### config.mk
export PLATFORM = sky130hd
export DESIGN_NAME = serial_bit_comparator
export DESIGN_NICKNAME = d
export VERILOG_FILES = /design/src/rtl/serial_bit_comparator.sv
export SDC_FILE = /design/constraint.sdc
export NUM_CORES = 1
export LEC_CHECK = 0
export CAP_MARGIN = 20
export CORE_AREA = 3 3 40 42
export CTS_CLUSTER_SIZE = 30
export DETAILED_ROUTE_END_ITERATION = 12
export DIE_AREA = 0 0 43 45
export GPL_ROUTABILITY_DRIVEN = 0
export PLACE_DENSITY = 0.69
export SYNTH_ARGS = -nofsm -noshare
export SYNTH_HDL_FRONTEND = slang
export SYNTH_SLANG_ARGS = --single-unit
### constraint.sdc
create_clock -name clk -period 1.85 [get_ports clk]
set_clock_uncertainty 0.05 [all_clocks]
set_input_delay 0.37 -clock clk [delete_from_list [all_inputs] [get_ports clk]]
set_output_delay 0.37 -clock clk [all_outputs]
set_load 0.02 [all_outputs]
### src/rtl/serial_bit_comparator.sv
`default_nettype none
// ============================================================================
// Module   : serial_bit_comparator
// Purpose  : Bit-serial magnitude comparator (G/L/EQ) with start/bit_valid/done
//            framing. Define SERIAL_COMP_MSB_FIRST_EN for MSB-first operands.
// Revision : 1.0 - initial release
// ============================================================================
module serial_bit_comparator #(
    parameter int WIDTH = 8,
    parameter int CNT_W = $clog2(WIDTH + 1)
) (
    input  logic             clk,
    input  logic             rst_n,
    input  logic             start,
    input  logic             bit_valid,
    input  logic             x_bit,
    input  logic             y_bit,
    output logic             busy,
    output logic             done,
    output logic             result_valid,
    output logic             G,
    output logic             L,
    output logic             EQ,
    output logic [CNT_W-1:0] bit_cnt
);

    localparam logic [1:0] ST_IDLE  = 2'd0;
    localparam logic [1:0] ST_SHIFT = 2'd1;
    localparam logic [1:0] ST_DONE  = 2'd2;

    localparam logic [CNT_W-1:0] C_LAST_BIT = CNT_W'(WIDTH - 1);

    logic [1:0] r_state;
    logic       w_take;

`ifdef SERIAL_COMP_MSB_FIRST_EN
    // First differing bit is the most significant one; later bits cannot override it.
    assign w_take = (x_bit ^ y_bit) & ~(G | L);
`else
    // Later bits are more significant, so every difference overwrites the verdict.
    assign w_take = x_bit ^ y_bit;
`endif

    always_ff @(posedge clk or negedge rst_n) begin
        if (!rst_n) begin
            r_state      <= ST_IDLE;
            busy         <= 1'b0;
            done         <= 1'b0;
            result_valid <= 1'b0;
            G            <= 1'b0;
            L            <= 1'b0;
            bit_cnt      <= '0;
        end else begin
            done <= 1'b0;
            case (r_state)
                ST_IDLE, ST_DONE: begin
                    if (start) begin
                        r_state      <= ST_SHIFT;
                        busy         <= 1'b1;
                        result_valid <= 1'b0;
                        G            <= 1'b0;
                        L            <= 1'b0;
                        bit_cnt      <= '0;
                    end
                end
                ST_SHIFT: begin
                    if (bit_valid) begin
                        bit_cnt <= bit_cnt + CNT_W'(1);
                        if (w_take) begin
                            G <= x_bit;
                            L <= y_bit;
                        end
                        if (bit_cnt == C_LAST_BIT) begin
                            r_state      <= ST_DONE;
                            busy         <= 1'b0;
                            done         <= 1'b1;
                            result_valid <= 1'b1;
                        end
                    end
                end
                default: begin
                    r_state <= ST_IDLE;
                    busy    <= 1'b0;
                end
            endcase
        end
    end

    assign EQ = result_valid & ~G & ~L;

endmodule
`default_nettype wire
==> results of run 1 <==
-- metal layers --
metal  global-route usage  vias up
met3              0.01195        2
met4              0.05422        0
met5                    0        -
li1                     -      214
met2               0.2096       12
met1               0.1537      211
-- worst paths after layout --
kind / startpoint / endpoint / slack [ns] / cells after the start
max in group asynchronous: rst_n / L$_DFFE_PN0P_ / 1.02 / 1
worst min register to register: result_valid$_DFFE_PN0P_ / result_valid$_DFFE_PN0P_ / 0.45 / 1
worst max-delay path: G$_DFFE_PN0P_ / G / 0.11 / 1
min in group clk: result_valid$_DFFE_PN0P_ / result_valid$_DFFE_PN0P_ / 0.45 / 1
worst min-delay path: rst_n / bit_cnt[0]$_DFFE_PN0P_ / 0.39 / 1
worst max register to register: bit_cnt[0]$_DFFE_PN0P_ / result_valid$_DFFE_PN0P_ / 0.62 / 4
-- per-stage QoR --
| step | setup slack (ns) | util | cell area [um^2] |
|---|---|---|---|
| CTS | 0.1037 | 0.5511 | 708.2 |
| detailed placement | 0.1927 | 0.5316 | 683.2 |
| finish | 0.1138 | 0.5511 | 708.2 |
| global placement | 0.1996 | 0.5316 | 683.2 |
| global route | 0.06374 | 0.5511 | 708.2 |
| floorplan | 0.3908 | - | 525.5 |
-- synth_stat cells, drive strengths merged --
| library cell | count | area share |
|---|---|---|
| a21o | 1 | 0.014 |
| a21oi | 1 | 0.0095 |
| a32o | 1 | 0.019 |
| and2b | 1 | 0.019 |
| buf | 1 | 0.021 |
| dfrtp | 11 | 0.52 |
| ha | 1 | 0.024 |
| mux2 | 1 | 0.021 |
| mux2i | 2 | 0.038 |
| nand2 | 4 | 0.029 |
| nand2b | 3 | 0.036 |
| nand3 | 7 | 0.067 |
| nand3b | 2 | 0.036 |
| nand4b | 1 | 0.017 |
| nor2 | 2 | 0.019 |
| nor3b | 2 | 0.029 |
| o211ai | 1 | 0.014 |
| o21ai | 4 | 0.038 |
| o22ai | 1 | 0.012 |
| o31ai | 1 | 0.014 |
-- power by group --
| group | internal (mW) | switching (mW) | leakage [nW] |
|---|---|---|---|
| Sequential | 0.331 | 0.0988 | 0.136 |
| Combinational | 0.254 | 0.246 | 0.168 |
| Clock | 0.0834 | 0.0803 | 0.0150 |
-- cell families (layout without fill, tap and decap cells) --
group           Yosys count  after routing
compound gates           10             10
fa+ha+maj                 1              1
buf+inv                   1             19
flops                    11             11
mux                       3              3
simple gates             22             22
-- final cells by class --
cell class	count	area (um^2)
tap	15	18.77
fill	124	576.8
timing repair buffer	15	148.9
clock buffer	4	26.28
multi-input combinational	36	239.0
sequential	11	275.3
-- cell usage in the layout, fill, tap and decap left out, drive strengths merged, types with 3 or more instances in the layout --
cell / synthesis / routed
nand2b: 3 / 3
o21ai: 4 / 4
dfrtp: 11 / 11
nand3: 7 / 7
clkdlybuf4s50: 0 / 14
clkbuf: 0 / 4
nand2: 4 / 4
-- flip-flops by register name, summed over array words and instances (netlist names) --
signal	count
G	1
bit_cnt	4
result_valid	1
busy	1
L	1
r_state	2
done	1
==> flow_summary.json, run 1 <==
{
  "dp_cells": 77,
  "synthAdderAreaFrac": 0.02381,
  "max_clock_freq_ghz": 0.5760,
  "cts_tree": "built",
  "hold_viol_final": 0,
  "dieArea_um2": 1935,
  "endpoint_kind": "output port",
  "num_vias": 439,
  "rsz0062_at_grt": "no",
  "grt_usage": 0.1209,
  "synth_warnings": 0,
  "met2_length_um": 542,
  "numCtsBuffers": 3,
  "clock-sinks": 11,
  "synth_compound_area_frac": 0.1214,
  "synthesis.nets": 55,
  "grt_antenna_before_repair": 0,
  "path_buf_inv": 1,
  "power_mw": 1.093,
  "die_h_um": 45,
  "yosys.area_share.simple": 0.2500,
  "setup-tns-final_ns": 0,
  "clk_latency_ns": 0.26,
  "final_net_count": 74,
  "wl_met1_um": 474,
  "area_growth_pct": 34.76,
  "hp-class": "in2async",
  "io_buffers": 15,
  "dr.pass1.iters": 5,
  "cp.arrival_ns": 1.32,
  "cp_top_family": "buffers and inverters",
  "yosysSeqAreaShare": 0.5238,
  "synthMuxAreaShare": 0.05952,
  "layoutNonFillerInstCount": 81,
  "power_density_nw_per_um2": 1544,
  "synth_top_family_by_area": "simple AND/OR/NAND/NOR gates",
  "path_cells": "clkdlybuf4s50_1",
  "drc_errors": 0,
  "clockBufferDepth": 2,
  "cap_violations": 0,
  "fin_crit_sh": 0.9385,
  "wl_met3_um": 43,
  "totalWireLength_mm": 1.069,
  "ant_nets": 0,
  "via_per_inst": 5.420,
  "grt_pass1_vias": 409,
  "fin_crit_ns": 1.736,
  "drive_above_1_share": 0.09091,
  "crit_required_ns": 1.43,
  "num_rows": 13,
  "total_leakage_power_nw": 0.3194,
  "path_max_fanout": 5,
  "setup_viol_count_final": 0,
  "routedWlPerCell_um": 13.20,
  "postCtsResizedCells": 1,
  "slowest_delay_ns": 0.63,
  "start_util": 0.4090,
  "syn_area_um2": 525.5,
  "post_cts_buffers": 0,
  "synth_xor_area_frac": 0,
  "synthCells": 48,
  "drv_slew": 0,
  "core_um2": 1285,
  "slew_headroom": 0.6596,
  "worst_pin_slew_ns": 0.5089,
  "htreeDepth": 1,
  "slowest_stage": "clkdlybuf4s50_1",
  "topRoutingLayerUsed": "met4",
  "status": "complete, no violations",
  "drtIter0Drc": 10,
  "vdd_drop_max_mv": 0.6025,
  "die_w_um": 43,
  "critPathLaunchType": "flop",
  "grt_start_max_net_pins": 12,
  "synth.distinct_cells": 23,
  "grt_pass1_wl_mm": 1.759,
  "whs_ns": 0.3907,
  "synth.ff_latch_count": 11,
  "n_antenna_cell": 0,
  "crit_type": "reg2out",
  "avgSynthCellArea_um2": 10.95,
  "postCtsHoldBufs": 0,
  "clockRootBuffer": "clkbuf_4",
  "grt-ovfl-total": 0,
  "clk_pin_slew_worst_paths_ns": 0.07,
  "num_io_pins": 16
}
(Power assumes the default switching activity.)
==> run 2: changes to the inputs <==
--- a/config.mk
+++ b/config.mk
@@ -7,6 +7,7 @@
 export LEC_CHECK = 0
 export CAP_MARGIN = 20
 export CORE_AREA = 3 3 40 42
+export CTS_BUF_LIST = sky130_fd_sc_hd__clkbuf_8
 export CTS_CLUSTER_SIZE = 30
 export DETAILED_ROUTE_END_ITERATION = 12
 export DIE_AREA = 0 0 43 45
==> flow_summary.json, run 2 (synthesis results as in run 1) <==
{
  "dr.pass1.iters": 3,
  "use_met1": 0.1612,
  "final_common_cell": "clkdlybuf4s50_1",
  "n_antenna_cell": 0,
  "clock-sinks": 11,
  "die_h_um": 45,
  "cp.arrival_ns": 1.29,
  "path_depth": 1,
  "die_w_um": 43,
  "grt_start_max_net_pins": 12,
  "reg2regPathDepth": 4,
  "path_cells": "clkdlybuf4s50_1",
  "cp_top_family": "buffers and inverters",
  "whs_ns": 0.4198,
  "cap_violations": 0,
  "slowest_stage": "clkdlybuf4s50_1",
  "endpoint_kind": "output port",
  "final_net_count": 74,
  "grt-ovfl-total": 0,
  "clockBufferDepth": 2,
  "grt_pass1_wl_mm": 1.835,
  "grt_usage": 0.1293,
  "worst_pin_slew_ns": 0.4997,
  "slew_headroom": 0.6659,
  "dieArea_um2": 1935,
  "postCtsResizedCells": 1,
  "vdd_drop_max_mv": 0.6753,
  "path_max_fanout": 5,
  "drive_above_1_share": 0.09091,
  "critPathLaunchType": "flop",
  "post-place-ws_ns": 0.1927,
  "hold_viol_final": 0,
  "max_clock_freq_ghz": 0.5855,
  "setup_slack_ns": 0.1420,
  "fin_crit_sh": 0.9232,
  "regMostFlops": "bit_cnt",
  "utilization": 0.5657,
  "drc_errors": 0,
  "clk_latency_ns": 0.24,
  "grt_pass1_vias": 412,
  "setup-tns-final_ns": 0,
  "final_area_um2": 726.9,
  "clkPwrFrac": 0.200,
  "num_rows": 13,
  "placed_cell_area_um2": 683.2,
  "ant_nets": 0,
  "crit_type": "reg2out",
  "area_growth_pct": 38.33,
  "post_cts_buffers": 0,
  "num_io_pins": 16,
  "drv_slew": 0,
  "hp-class": "in2async",
  "mostFrequentLayoutCells": "clkdlybuf4s50_1, dfrtp_1, nand3_1",
  "slowest_delay_ns": 0.63,
  "grt_antenna_before_repair": 0,
  "numCtsBuffers": 3,
  "clockRootBuffer": "clkbuf_8",
  "path_buf_inv": 1,
  "switching_share": 0.3745,
  "postCtsHoldBufs": 0,
  "status": "complete, no violations",
  "routedWlPerCell_um": 13.85,
  "total_leakage_power_nw": 0.3314,
  "via_per_inst": 5.370,
  "drtIter0Drc": 10,
  "intPower_mw": 0.7319,
  "largest_reg_flops": 4,
  "rsz0062_at_grt": "no",
  "totalWireLength_mm": 1.122,
  "p_seq_frac": 0.369,
  "setup_viol_count_final": 0,
  "num_vias": 435,
  "globalRouteMet3Util": 0.02390,
  "fin_crit_ns": 1.708,
  "reg_top3": "bit_cnt x4, r_state x2",
  "switchingPower_mw": 0.4382,
  "core_um2": 1285,
  "cts_tree": "built",
  "met2_usage": 0.2126,
  "htreeDepth": 1,
  "clk_pin_slew_worst_paths_ns": 0.05,
  "io_buffers": 15,
  "busiest_layer": "met2",
  "crit_required_ns": 1.43,
  "start_util": 0.4090,
  "power_density_nw_per_um2": 1610,
  "combPwrFrac": 0.431
}
[run 2: changes by cell type in the layout (fill, tap and decap cells not counted), sizes merged]
cell	delta
clkbuf	-1
inv	+1
[run 2: power by group through the flow]
stage	registers, mW	clock network (mW)	logic, mW
floorplan	0.516	0	0.198
global placement	0.427	0	0.504
detailed placement	0.434	0	0.512
CTS	0.432	0.240	0.511
global route	0.449	0.251	0.548
finish	0.432	0.234	0.504
[run 2: path summary, 6_finish.rpt]
path | slack [ns] | endpoint | start
worst max-delay path | 0.14 | G | G$_DFFE_PN0P_
worst min-delay path | 0.42 | bit_cnt[0]$_DFFE_PN0P_ | rst_n
worst max register to register | 0.62 | result_valid$_DFFE_PN0P_ | bit_cnt[0]$_DFFE_PN0P_
worst min register to register | 0.45 | result_valid$_DFFE_PN0P_ | result_valid$_DFFE_PN0P_
max in group asynchronous | 0.99 | L$_DFFE_PN0P_ | rst_n
min in group clk | 0.45 | result_valid$_DFFE_PN0P_ | result_valid$_DFFE_PN0P_
[run 2: layout make-up]
cell class / count / area (um^2)
flip-flops and latches: 11 / 275.3
fillers: 122 / 558.0
clock inverters: 1 / 3.754
repair buffers: 15 / 148.9
well taps: 15 / 18.77
clock buffers: 3 / 41.29
multi-input cells: 36 / 239.0
[run 2: metal layers]
layer  vias up  routed length (um)
met1       208                 520
met3         2                  47
li1        213                   -
met4         0                  12
met2        12                 540
met5         -                   0
[run 2: stage by stage]
stage | power (mW) | cells
2_1_floorplan | 0.7131 | 48
3_3_place_gp | 0.9309 | 77
3_5_place_dp | 0.9458 | 77
4_1_cts | 1.183 | 81
5_1_grt | 1.248 | 81
6_report | 1.170 | 81
==> run 3: changes to the inputs <==
--- a/config.mk
+++ b/config.mk
@@ -8,6 +8,7 @@
 export CAP_MARGIN = 20
 export CORE_AREA = 3 3 40 42
 export CTS_BUF_LIST = sky130_fd_sc_hd__clkbuf_8
+export CTS_CLUSTER_DIAMETER = 200
 export CTS_CLUSTER_SIZE = 30
 export DETAILED_ROUTE_END_ITERATION = 12
 export DIE_AREA = 0 0 43 45
==> results of run 3 <==
Final layout, timing and power as in run 2 (identical DEF).
